<file path="config.mk">
export PLATFORM = sky130hd
export DESIGN_NAME = wshbn_uart_flat
export DESIGN_NICKNAME = d
export VERILOG_FILES = /design/src/rtl/wshbn_uart_if.sv /design/src/rtl/wshbn_uart.sv /design/src/flat_wrapper.sv
export SDC_FILE = /design/constraint.sdc
export NUM_CORES = 1
export LEC_CHECK = 0
export ABC_AREA = 0
export ABC_CLOCK_PERIOD_IN_PS = 9680
export BUFFER_PORTS_ARGS = -buffer_cell sky130_fd_sc_hd__buf_2
export CORE_MARGIN = 3
export CORE_UTILIZATION = 50
export CTS_CLUSTER_SIZE = 25
export DETAILED_ROUTE_END_ITERATION = 8
export PLACE_DENSITY_LB_ADDON = 0.1
export SLEW_MARGIN = 20
export SYNTH_ARGS = -nofsm -noshare
export SYNTH_HDL_FRONTEND = slang
export SYNTH_SLANG_ARGS = --single-unit
</file>
<file path="constraint.sdc">
create_clock -name CLK_I -period 9.68 [get_ports CLK_I]
set_input_delay 1.936 -clock CLK_I [delete_from_list [all_inputs] [get_ports CLK_I]]
set_output_delay 1.936 -clock CLK_I [all_outputs]
set_load 0.01 [all_outputs]
</file>
<file path="src/rtl/wshbn_uart_if.sv">
// Wishbone-style slave bus bundle for wshbn_uart.
//   ADR_I  byte address, [3:2] selects the register
//   DAT_I  write data from the master
//   DAT_O  read data to the master (valid during the ACK cycle)
//   WE_I   write enable
//   STB_I  strobe, already address-decoded for this slave
//   CYC_I  bus cycle valid
//   ACK_O  one-cycle transfer acknowledge
interface wshbn_uart_if;
  logic [3:0]  ADR_I;
  logic [31:0] DAT_I;
  logic [31:0] DAT_O;
  logic        WE_I;
  logic        STB_I;
  logic        CYC_I;
  logic        ACK_O;

  modport slave  (input  ADR_I, DAT_I, WE_I, STB_I, CYC_I, output DAT_O, ACK_O);
  modport master (output ADR_I, DAT_I, WE_I, STB_I, CYC_I, input  DAT_O, ACK_O);
endinterface

</file>
<file path="src/rtl/wshbn_uart.sv">
// wshbn_uart: 8N1 UART with a Wishbone-style register slave.
//   CLK_I, RST_I       sole clock (rising edge) / asynchronous active-high reset
//   bus                slave side of wshbn_uart_if
//   uart_rx, uart_tx   serial in (asynchronous, idle high) / serial out (idle high)
//   uart_full          TX FIFO full
//   uart_empty         no RX byte available
//   interrupt          registered level interrupt
// Registers: 0x0 TXDATA (W), 0x4 RXDATA (R, pops), 0x8 STATUS (R/W1C), 0xC CTRL (R/W).
// Macro WSHBN_UART_RX_FIFO_EN: when defined, received bytes go to an 8-entry
// FIFO; otherwise a single holding register is used.
//
// TX FSM                           RX FSM
// state    | meaning               state    | meaning
// TX_IDLE  | line high, FIFO empty RX_IDLE  | wait for falling edge
// TX_START | start bit (low)       RX_START | half-bit, confirm start low
// TX_DATA  | 8 data bits, LSB 1st  RX_DATA  | sample 8 bits mid-bit
// TX_STOP  | stop bit (high)       RX_STOP  | sample stop bit, store/discard
module wshbn_uart #(
  parameter int CLK_DIV  = 434,
  parameter int TX_DEPTH = 8
) (
  input  logic         CLK_I,
  input  logic         RST_I,
  wshbn_uart_if.slave  bus,
  input  logic         uart_rx,
  output logic         uart_tx,
  output logic         uart_full,
  output logic         uart_empty,
  output logic         interrupt
);
  localparam int AW = $clog2(TX_DEPTH);
  localparam int PW = AW + 1;
  localparam logic [15:0] DIV_M1  = 16'(CLK_DIV - 1);
  localparam logic [15:0] HALF_M1 = 16'(CLK_DIV / 2 - 1);

  typedef enum logic [1:0] {TX_IDLE, TX_START, TX_DATA, TX_STOP} tx_state_t;
  typedef enum logic [1:0] {RX_IDLE, RX_START, RX_DATA, RX_STOP} rx_state_t;

  // ---------------- bus slave ----------------
  logic       ack_q;
  logic [1:0] reg_sel;
  logic       wr_tx, rd_rx, wr_st, wr_ctrl;
  logic [1:0] ctrl;
  logic [7:0] status;
  logic       rx_empty, rx_full, tx_empty, tx_full, tx_busy;
  logic [7:0] rx_head;
  logic       unused_ok;

  assign reg_sel = bus.ADR_I[3:2];
  assign wr_tx   = ack_q &  bus.WE_I & (reg_sel == 2'd0);
  assign rd_rx   = ack_q & ~bus.WE_I & (reg_sel == 2'd1);
  assign wr_st   = ack_q &  bus.WE_I & (reg_sel == 2'd2);
  assign wr_ctrl = ack_q &  bus.WE_I & (reg_sel == 2'd3);
  assign unused_ok = ^{bus.DAT_I[31:8], bus.ADR_I[1:0]};

  always_ff @(posedge CLK_I or posedge RST_I)
    if (RST_I) ack_q <= 1'b0;
    else       ack_q <= bus.CYC_I & bus.STB_I & ~ack_q;

  assign bus.ACK_O = ack_q;

  // Read data is combinational in the ACK cycle so a pop at the end of that
  // cycle always matches the byte the master sees.
  always_comb begin
    bus.DAT_O = '0;
    if (ack_q) begin
      case (reg_sel)
        2'd1:    bus.DAT_O = {24'd0, rx_empty ? 8'd0 : rx_head};
        2'd2:    bus.DAT_O = {24'd0, status};
        2'd3:    bus.DAT_O = {30'd0, ctrl};
        default: bus.DAT_O = '0;
      endcase
    end
  end

  always_ff @(posedge CLK_I or posedge RST_I)
    if (RST_I)        ctrl <= 2'b00;
    else if (wr_ctrl) ctrl <= bus.DAT_I[1:0];

  // ---------------- TX FIFO ----------------
  logic [7:0]  tx_mem [TX_DEPTH];
  logic [AW:0] tx_wp, tx_rp;
  logic        tx_load, tx_push;

  assign tx_empty = (tx_wp == tx_rp);
  assign tx_full  = ((tx_wp - tx_rp) == PW'(TX_DEPTH));
  assign tx_push  = wr_tx & (~tx_full | tx_load);

  always_ff @(posedge CLK_I)
    if (tx_push) tx_mem[tx_wp[AW-1:0]] <= bus.DAT_I[7:0];

  always_ff @(posedge CLK_I or posedge RST_I)
    if (RST_I) begin
      tx_wp <= '0;
      tx_rp <= '0;
    end else begin
      if (tx_push) tx_wp <= tx_wp + PW'(1);
      if (tx_load) tx_rp <= tx_rp + PW'(1);
    end

  // ---------------- TX FSM ----------------
  tx_state_t   tx_state, tx_next;
  logic [15:0] tx_cnt;
  logic [2:0]  tx_idx;
  logic [7:0]  tx_shift;
  logic        tx_tc;

  assign tx_tc   = (tx_cnt == 16'd0);
  assign tx_load = ~tx_empty & ((tx_state == TX_IDLE) | ((tx_state == TX_STOP) & tx_tc));
  assign tx_busy = (tx_state != TX_IDLE);

  always_ff @(posedge CLK_I or posedge RST_I)
    if (RST_I) tx_state <= TX_IDLE;
    else       tx_state <= tx_next;

  always_comb begin
    tx_next = tx_state;
    case (tx_state)
      TX_IDLE:  if (!tx_empty) tx_next = TX_START;
      TX_START: if (tx_tc) tx_next = TX_DATA;
      TX_DATA:  if (tx_tc && tx_idx == 3'd7) tx_next = TX_STOP;
      TX_STOP:  if (tx_tc) tx_next = tx_empty ? TX_IDLE : TX_START;
      default:  tx_next = TX_IDLE;
    endcase
  end

  always_comb begin
    uart_tx = 1'b1;
    case (tx_state)
      TX_START: uart_tx = 1'b0;
      TX_DATA:  uart_tx = tx_shift[0];
      default:  uart_tx = 1'b1;
    endcase
  end

  always_ff @(posedge CLK_I or posedge RST_I)
    if (RST_I) begin
      tx_cnt   <= '0;
      tx_idx   <= '0;
      tx_shift <= '0;
    end else if (tx_load) begin
      tx_shift <= tx_mem[tx_rp[AW-1:0]];
      tx_cnt   <= DIV_M1;
      tx_idx   <= '0;
    end else if (tx_state != TX_IDLE) begin
      if (tx_tc) begin
        tx_cnt <= DIV_M1;
        if (tx_state == TX_DATA) begin
          tx_shift <= {1'b1, tx_shift[7:1]};
          tx_idx   <= tx_idx + 3'd1;
        end
      end else begin
        tx_cnt <= tx_cnt - 16'd1;
      end
    end

  // ---------------- RX synchroniser + FSM ----------------
  logic        rx_m, rx_s, rx_d, rx_fall;
  rx_state_t   rx_state, rx_next;
  logic [15:0] rx_cnt;
  logic [2:0]  rx_idx;
  logic [7:0]  rx_shift;
  logic        rx_tc, rx_done, rx_req, rx_store, rx_pop;

  always_ff @(posedge CLK_I or posedge RST_I)
    if (RST_I) {rx_m, rx_s, rx_d} <= 3'b111;
    else       {rx_m, rx_s, rx_d} <= {uart_rx, rx_m, rx_s};

  assign rx_fall  = rx_d & ~rx_s;
  assign rx_tc    = (rx_cnt == 16'd0);
  assign rx_done  = (rx_state == RX_STOP) & rx_tc;
  assign rx_req   = rx_done & rx_s;
  assign rx_pop   = rd_rx & ~rx_empty;
  assign rx_store = rx_req & (~rx_full | rx_pop);

  always_ff @(posedge CLK_I or posedge RST_I)
    if (RST_I) rx_state <= RX_IDLE;
    else       rx_state <= rx_next;

  always_comb begin
    rx_next = rx_state;
    case (rx_state)
      RX_IDLE:  if (rx_fall) rx_next = RX_START;
      RX_START: if (rx_tc) rx_next = rx_s ? RX_IDLE : RX_DATA;
      RX_DATA:  if (rx_tc && rx_idx == 3'd7) rx_next = RX_STOP;
      RX_STOP:  if (rx_tc) rx_next = RX_IDLE;
      default:  rx_next = RX_IDLE;
    endcase
  end

  always_ff @(posedge CLK_I or posedge RST_I)
    if (RST_I) begin
      rx_cnt   <= '0;
      rx_idx   <= '0;
      rx_shift <= '0;
    end else if (rx_state == RX_IDLE) begin
      if (rx_fall) begin
        rx_cnt <= HALF_M1;
        rx_idx <= '0;
      end
    end else if (rx_tc) begin
      rx_cnt <= DIV_M1;
      if (rx_state == RX_DATA) begin
        rx_shift <= {rx_s, rx_shift[7:1]};
        rx_idx   <= rx_idx + 3'd1;
      end
    end else begin
      rx_cnt <= rx_cnt - 16'd1;
    end

  // ---------------- RX storage ----------------
`ifdef WSHBN_UART_RX_FIFO_EN
  logic [7:0] rx_mem [8];
  logic [3:0] rx_wp, rx_rp;

  assign rx_empty = (rx_wp == rx_rp);
  assign rx_full  = ((rx_wp - rx_rp) == 4'd8);
  assign rx_head  = rx_mem[rx_rp[2:0]];

  always_ff @(posedge CLK_I)
    if (rx_store) rx_mem[rx_wp[2:0]] <= rx_shift;

  always_ff @(posedge CLK_I or posedge RST_I)
    if (RST_I) begin
      rx_wp <= '0;
      rx_rp <= '0;
    end else begin
      if (rx_store) rx_wp <= rx_wp + 4'd1;
      if (rx_pop)   rx_rp <= rx_rp + 4'd1;
    end
`else
  logic [7:0] rx_hold;
  logic       rx_valid;

  assign rx_empty = ~rx_valid;
  assign rx_full  = rx_valid;
  assign rx_head  = rx_hold;

  always_ff @(posedge CLK_I or posedge RST_I)
    if (RST_I) begin
      rx_hold  <= '0;
      rx_valid <= 1'b0;
    end else if (rx_store) begin
      rx_hold  <= rx_shift;
      rx_valid <= 1'b1;
    end else if (rx_pop) begin
      rx_valid <= 1'b0;
    end
`endif

  // ---------------- status, interrupt ----------------
  logic rx_ovr, frame_err, tx_ovr;

  // A set in the same cycle as a W1C wins so no event is lost.
  always_ff @(posedge CLK_I or posedge RST_I)
    if (RST_I) begin
      rx_ovr    <= 1'b0;
      frame_err <= 1'b0;
      tx_ovr    <= 1'b0;
    end else begin
      if (rx_req & rx_full & ~rx_pop)       rx_ovr <= 1'b1;
      else if (wr_st & bus.DAT_I[5])        rx_ovr <= 1'b0;
      if (rx_done & ~rx_s)                  frame_err <= 1'b1;
      else if (wr_st & bus.DAT_I[6])        frame_err <= 1'b0;
      if (wr_tx & tx_full & ~tx_load)       tx_ovr <= 1'b1;
      else if (wr_st & bus.DAT_I[7])        tx_ovr <= 1'b0;
    end

  assign status = {tx_ovr, frame_err, rx_ovr, tx_busy, rx_full, rx_empty, tx_empty, tx_full};

  always_ff @(posedge CLK_I or posedge RST_I)
    if (RST_I) interrupt <= 1'b0;
    else       interrupt <= (ctrl[0] & ~rx_empty) | (ctrl[1] & tx_empty & ~tx_busy);

  assign uart_full  = tx_full;
  assign uart_empty = rx_empty;
endmodule

</file>
<file path="src/flat_wrapper.sv">
// flat-port wrapper written by rule: the top's interface ports become plain ports
module wshbn_uart_flat 
#(
  parameter int CLK_DIV  = 434,
  parameter int TX_DEPTH = 8
)
  (CLK_I, RST_I, uart_rx, uart_tx, uart_full, uart_empty, interrupt, bus_ADR_I, bus_DAT_I, bus_WE_I, bus_STB_I, bus_CYC_I, bus_DAT_O, bus_ACK_O);
  wshbn_uart_if bus_i ();
  input  logic CLK_I;
  input  logic RST_I;
  input  logic uart_rx;
  output logic uart_tx;
  output logic uart_full;
  output logic uart_empty;
  output logic interrupt;
  input wire logic [$bits(bus_i.ADR_I)-1:0] bus_ADR_I;
  input wire logic [$bits(bus_i.DAT_I)-1:0] bus_DAT_I;
  input wire logic [$bits(bus_i.WE_I)-1:0] bus_WE_I;
  input wire logic [$bits(bus_i.STB_I)-1:0] bus_STB_I;
  input wire logic [$bits(bus_i.CYC_I)-1:0] bus_CYC_I;
  output wire logic [$bits(bus_i.DAT_O)-1:0] bus_DAT_O;
  output wire logic [$bits(bus_i.ACK_O)-1:0] bus_ACK_O;
  assign bus_i.ADR_I = bus_ADR_I;
  assign bus_i.DAT_I = bus_DAT_I;
  assign bus_i.WE_I = bus_WE_I;
  assign bus_i.STB_I = bus_STB_I;
  assign bus_i.CYC_I = bus_CYC_I;
  assign bus_DAT_O = bus_i.DAT_O;
  assign bus_ACK_O = bus_i.ACK_O;
  wshbn_uart #(.CLK_DIV(CLK_DIV), .TX_DEPTH(TX_DEPTH)) u_core (.CLK_I(CLK_I), .RST_I(RST_I), .bus(bus_i), .uart_rx(uart_rx), .uart_tx(uart_tx), .uart_full(uart_full), .uart_empty(uart_empty), .interrupt(interrupt));
endmodule
</file>
# After elaboration in Yosys (flattened, before gate mapping)

Memory sizes are Yosys's and may differ from the RTL's.
Index checks and enable logic that the tools add are counted.

Bits in registers: 85
Input bits: 42
Memories: 1
Output and inout port bits: 37
Logic and storage cells: 157
Memory bits (writable): 64

Reduce and logical (&&, ||, !) cells: 22
Mux-type cells: 44
Add/subtract/negate cells: 7
Bitwise operators: 41
Equality and inequality tests: 21

Memory list:

| name          | depth | width | read ports | clocked after Yosys merged registers in | wr ports | RTL line         | text |
|---|---|---|---|---|---|---|---|
| u_core.tx_mem | 8     | 8     | 1          | 0                                       | 1        | wshbn_uart.sv:81 | `logic [7:0] tx_mem [TX_DEPTH];` |

Operator list:

| kind                                                                    | number |
|---|---|
| 16-bit 2-to-1 mux                                                       | 6 |
| 8-bit 2-to-1 mux                                                        | 5 |
| 16-bit zero test                                                        | 2 |
| 32-bit 2-to-1 mux                                                       | 1 |
| 16-bit by 1-bit subtractor with 16-bit output, second input constant    | 2 |
| 1-bit AND                                                               | 27 |
| 3-bit 2-to-1 mux                                                        | 8 |
| 8-bit one-hot mux with 3 select lines                                   | 1 |
| 2-bit nonzero test                                                      | 10 |
| 2-bit 2-to-1 mux                                                        | 9 |
| 2-bit one-hot mux with 4 select lines                                   | 2 |
| 2-bit by 1-bit inequality test with 1-bit output, second input constant | 7 |
| 2-bit == test, second input constant                                    | 6 |
| 1-bit 2-to-1 mux                                                        | 11 |
| 1-bit NOT                                                               | 10 |
| 3-bit AND reduction                                                     | 3 |
| 4-bit by 1-bit adder with 4-bit output, second input constant           | 2 |
| 4-bit AND reduction                                                     | 2 |
| 3-bit by 1-bit adder with 3-bit output, second input constant           | 2 |
| 2-bit by 1-bit == test with 1-bit output, second input constant         | 3 |
| 3-bit == test, second input constant                                    | 2 |
| 2-bit zero test                                                         | 3 |
| 4-bit == test                                                           | 1 |
| 4-bit == test, second input constant                                    | 1 |
| other kinds (5)                                                         | 9 |

# Depth between registers and ports, before layout

Word-level depth: 8
Depth in mapped cells: 10

# Worst setup path before layout

No wires, ideal clock.

Path type: input -> output
Start point: input bus_ADR_I[3]
End point: output bus_DAT_O[2]
Arrival time: 2.629 ns
Setup slack: 5.115 ns
Stages on the path: 4
Cells stage by stage: nor2b_1 -> clkbuf_1 -> nand2_1 -> a21boi_0

Word-level cells in the longest chain between the ends: 3
Elaborated cells between the ends (all ways): 5

RTL lines:

| what                                                                      | RTL line           | text |
|---|---|---|
| start: declaration                                                        | flat_wrapper.sv:16 | `input wire logic [$bits(bus_i.ADR_I)-1:0] bus_ADR_I;` |
| 2-bit == test or 2-bit by 1-bit == test with 1-bit output (tied branches) | wshbn_uart.sv:67   | `case (reg_sel)` |
| 8-bit one-hot mux with 3 select lines *                                   | wshbn_uart.sv:67   |  |
| 32-bit 2-to-1 mux *                                                       | wshbn_uart.sv:66   | `if (ack_q) begin` |
| end: declaration                                                          | flat_wrapper.sv:21 | `output wire logic [$bits(bus_i.DAT_O)-1:0] bus_DAT_O;` |

Every way passes the cells marked *; elsewhere a longest branch is shown, timed or not.

# Worst setup path after layout

Start point: register u_core.tx_rp[1]
End point: output bus_DAT_O[0]

Word-level cells in the longest chain between the ends: 4

RTL lines:

| what                                  | RTL line         | text |
|---|---|---|
| start: declaration                    | wshbn_uart.sv:82 | `logic [AW:0] tx_wp, tx_rp;` |
| start signal: assignment              | wshbn_uart.sv:98 | `if (tx_load) tx_rp <= tx_rp + PW'(1);` |
| 4-bit subtractor                      | wshbn_uart.sv:86 | `assign tx_full = ((tx_wp - tx_rp) == PW'(TX_DEPTH));` |
| 4-bit == test                         | wshbn_uart.sv:86 |  |
| 8-bit one-hot mux with 3 select lines | wshbn_uart.sv:67 |  |
| 32-bit 2-to-1 mux                     | wshbn_uart.sv:66 |  |

No other way between the ends.

==> results.py <==
metrics = {
    "flow_run": {
        "maxCapViolCount": 0,
    },
    "detailed_routing": {
        "drt-pass1-iter-count": 4,
        "via_per_inst": 5.70,
        "drtAntennaViolNets": 0,
        "via_count": 4515,
        "drt_drc_violations_left": 0,
        "drt-total-wl_mm": 14.2,
        "wire_per_inst_um": 17.9,
        "drt_iter0_drc": 325,
    },
    "hold_path": {
        "holdPathStages": 0,
        "hp-start": "u_core.rx_m$_DFF_PP1_",
        "worstHoldEndpoint": "u_core.rx_s$_DFF_PP1_",
        "worstHoldPathType": "reg2reg",
    },
    "final_layout": {
        "regArea_um2": 4050,
        "drive_gt1_frac": 0.213,
        "fin_cells": 792,
        "fin_area_um2": 7970,
        "final_nets": 660,
        "multi_input_area_um2": 2810,
        "fillers": 1083,
        "mostFrequentLayoutCell": "dfrtp_1",
        "layout_common_cells": "dfrtp_1, edfxtp_1, nor2_1",
        "area_delta_synth_final_pct": 12.7,
    },
    "placed_design": {
        "globalplace.congestion": 0.827,
        "dp.final_hpwl_mm": 9.40,
        "dpl.cell_count": 759,
        "portBuffers": 28,
        "postPlaceCellArea_um2": 7370,
    },
    "floorplan": {
        "initial_utilization": 0.521,
        "die_width_um": 125,
        "core_um2": 13600,
        "num_rows": 42,
        "io_pins": 79,
        "die_area_um2": 15600,
        "die_h_um": 125,
    },
    "critical_path": {
        "ff2ff_path_depth": 8,
        "crit_fanout": 19,
        "timing.rr.end": "u_core.tx_mem[6][6]$_DFFE_PP_",
        "crit_required_ps": 7740,
        "cp_data_arrival_time_ps": 3290,
        "critPathLaunchType": "flip-flop",
        "rrSetupSlack_ps": 6050,
        "rr_startpoint": "u_core.tx_rp[1]$_DFFE_PP0P_",
        "end_kind": "primary output",
        "setup.worst_path.class": "reg2out",
    },
    "clock_network": {
        "cts.htree.levels": 4,
        "cts-root-buf": "clkbuf_16",
        "cts_buffers": 17,
        "cts_sinks": 149,
        "cts_buffer_depth": 2,
        "clk_pin_slew_worst_paths_ps": 60,
        "cts-resized-gates": 0,
        "cts_tree": "done",
        "clk_latency_ps": 420,
        "hold_buffers": 0,
        "cts_setup_buffers": 0,
    },
    "global_routing": {
        "grt_usage": 0.189,
        "grt_max_degree": 86,
        "grt_overflow_total": 0,
        "antenna_found_initial": 0,
        "grt_first_pass_wirelength_mm": 23.4,
        "grt_pass1_vias": 4598,
    },
    "logic_synthesis": {
        "synth_top_family_by_area": "simple AND/OR/NAND/NOR gates",
        "synth_edf_count": 64,
        "yosys.area_share.adder": 0.0283,
        "ys_types": 67,
        "synth_mux_area_frac": 0.0894,
        "syn_inst": 566,
        "synth-simple-area-share": 0.125,
        "ys_async_sr_fraction": 0.570,
        "ys_seq_area_frac": 0.573,
        "ys_ff_latch": 149,
        "syn_area_um2": 7070,
        "syn_avg_cell_area_um2": 12.5,
        "synth_area_leaders": "dfrtp_1, edfxtp_1, mux4_2, mux2_2, ha_1",
        "ys.flop_type": "dfrtp_1",
        "synth-compound-area-share": 0.117,
        "synth_top_cell_by_area": "dfrtp_1",
        "synth_xor_area_frac": 0.0182,
        "yosysWarnings": 0,
        "synth_top_area_share": 0.290,
    },
    "pwr": {
        "powerDensity_nw_per_um2": 197,
        "switchingPower_w": 0.000418,
        "combPwrFrac": 0.105,
        "p_sw_frac": 0.266,
        "power_leakage_nw": 3.24,
        "p_int_w": 0.00115,
        "pwr-share-seq": 0.482,
        "clockPowerShare": 0.412,
        "vdd_ir_drop_max_mv": 0.151,
    },
    "timing": {
        "worstMarginPinSlew_ps": 953,
        "finalMaxSlewViolations": 0,
        "min_period_ps": 5230,
        "timing.fmax_mhz": 191,
        "holdWs_ps": 363,
        "slew_headroom": 0.365,
        "hold_viol": 0,
        "period_share": 0.540,
        "grt_setup_unrepaired": "false",
        "finClkSkew_ps": 12.1,
        "finalSetupViolations": 0,
        "tns_ps": 0,
    },
    "outcome": {
        "outcome": "finished clean",
    },
}
## routing by layer
layer / share of wire / wire length, um / global-route usage
met1: 0.45 / 6370 / 0.248
met2: 0.50 / 7030 / 0.306
met3: 0.041 / 587 / 0.0557
met4: 0.014 / 200 / 0.0599
met5: 0 / 0 / 0
## cells by family (layout without fill, tap and decap cells)
logic type               Yosys count  in the layout
flip-flops                       149            149
other                              1             25
buffers and inverters             63             89
adder cells (fa/ha/maj)           16             16
multiplexers                      40             40
AND/OR/NAND/NOR                  165            165
XOR/XNOR                          13             13
AO/OA/AOI/OAI                    119            119
## per-stage QoR
step / util / worst slack [ps] / total power, W
after detailed placement: 0.544 / 4580 / 0.000932
after CTS: 0.587 / 4430 / 0.00159
after global placement: 0.544 / 4610 / 0.000922
final: 0.588 / 4450 / 0.00157
after floorplan: - / 5120 / 0.000884
after global routing: 0.587 / 4260 / 0.00164
## power groups by stage
stage | Combinational [W] | Clock [W] | Sequential (W)
2_1_floorplan | 0.000138 | 0 | 0.000747
3_3_place_gp | 0.000158 | 0 | 0.000764
3_5_place_dp | 0.000165 | 0 | 0.000767
4_1_cts | 0.000166 | 0.000665 | 0.000755
5_1_grt | 0.000189 | 0.000693 | 0.000763
6_report | 0.000165 | 0.000648 | 0.000758
## worst max-delay path by stage
stage,startpoint,endpoint,slack (ps)
2_1_floorplan,bus_ADR_I[3],bus_DAT_O[2],5120
3_3_place_gp,bus_ADR_I[3],bus_DAT_O[1],4610
3_5_place_dp,bus_ADR_I[3],bus_DAT_O[0],4580
4_1_cts,u_core.tx_rp[1]$_DFFE_PP0P_,bus_DAT_O[0],4430
5_1_grt,u_core.tx_rp[1]$_DFFE_PP0P_,bus_DAT_O[0],4260
6_report,u_core.tx_rp[1]$_DFFE_PP0P_,bus_DAT_O[0],4450
## critical path, cell delays in order, from the launching register on
cell and delay [ps]:
dfrtp_1 910, inv_1 140, ha_1 360, nor2b_1 150
or4_1 540, a21oi_4 280, a22oi_1 130, nor2b_1 210
buf_2 170
## cells in the mapped netlist (all sizes together) (15+ instances only)
| cell type | n |
|---|---|
| ha | 16 |
| nand2 | 39 |
| a22o | 15 |
| mux2 | 22 |
| o21ai | 26 |
| inv | 18 |
| buf | 32 |
| nor2 | 47 |
| dfrtp | 82 |
| mux4 | 16 |
| a21oi | 18 |
| edfxtp | 64 |
## area by class of cell
class                           instances  share of cell area
Multi-Input combinational cell        377               0.353
Clock buffer                           20              0.0548
Clock inverter                         12              0.0184
Tap cell                              176              0.0276
Inverter                               18             0.00864
Timing Repair Buffer                   39              0.0284
Sequential cell                       149               0.509
Antenna cell                            1            0.000314
## state kept, by name (all words and copies together), names as in the netlist, named ones only
register	cells
u_core.rx_cnt	16
u_core.tx_state	2
u_core.rx_d	1
u_core.tx_cnt	16
u_core.tx_rp	4
u_core.rx_state	1
u_core.tx_idx	3
u_core.frame_err	1
u_core.rx_idx	3
u_core.ctrl	2
u_core.rx_s	1
u_core.tx_ovr	1
u_core.rx_head	8
u_core.rx_shift	8
u_core.tx_wp	4
u_core.rx_full	1
u_core.tx_shift	8
u_core.rx_ovr	1
u_core.interrupt	1
u_core.bus.ACK_O	1
u_core.rx_m	1
u_core.tx_mem	64
No activity file was read; power rests on OpenSTA's default activity.
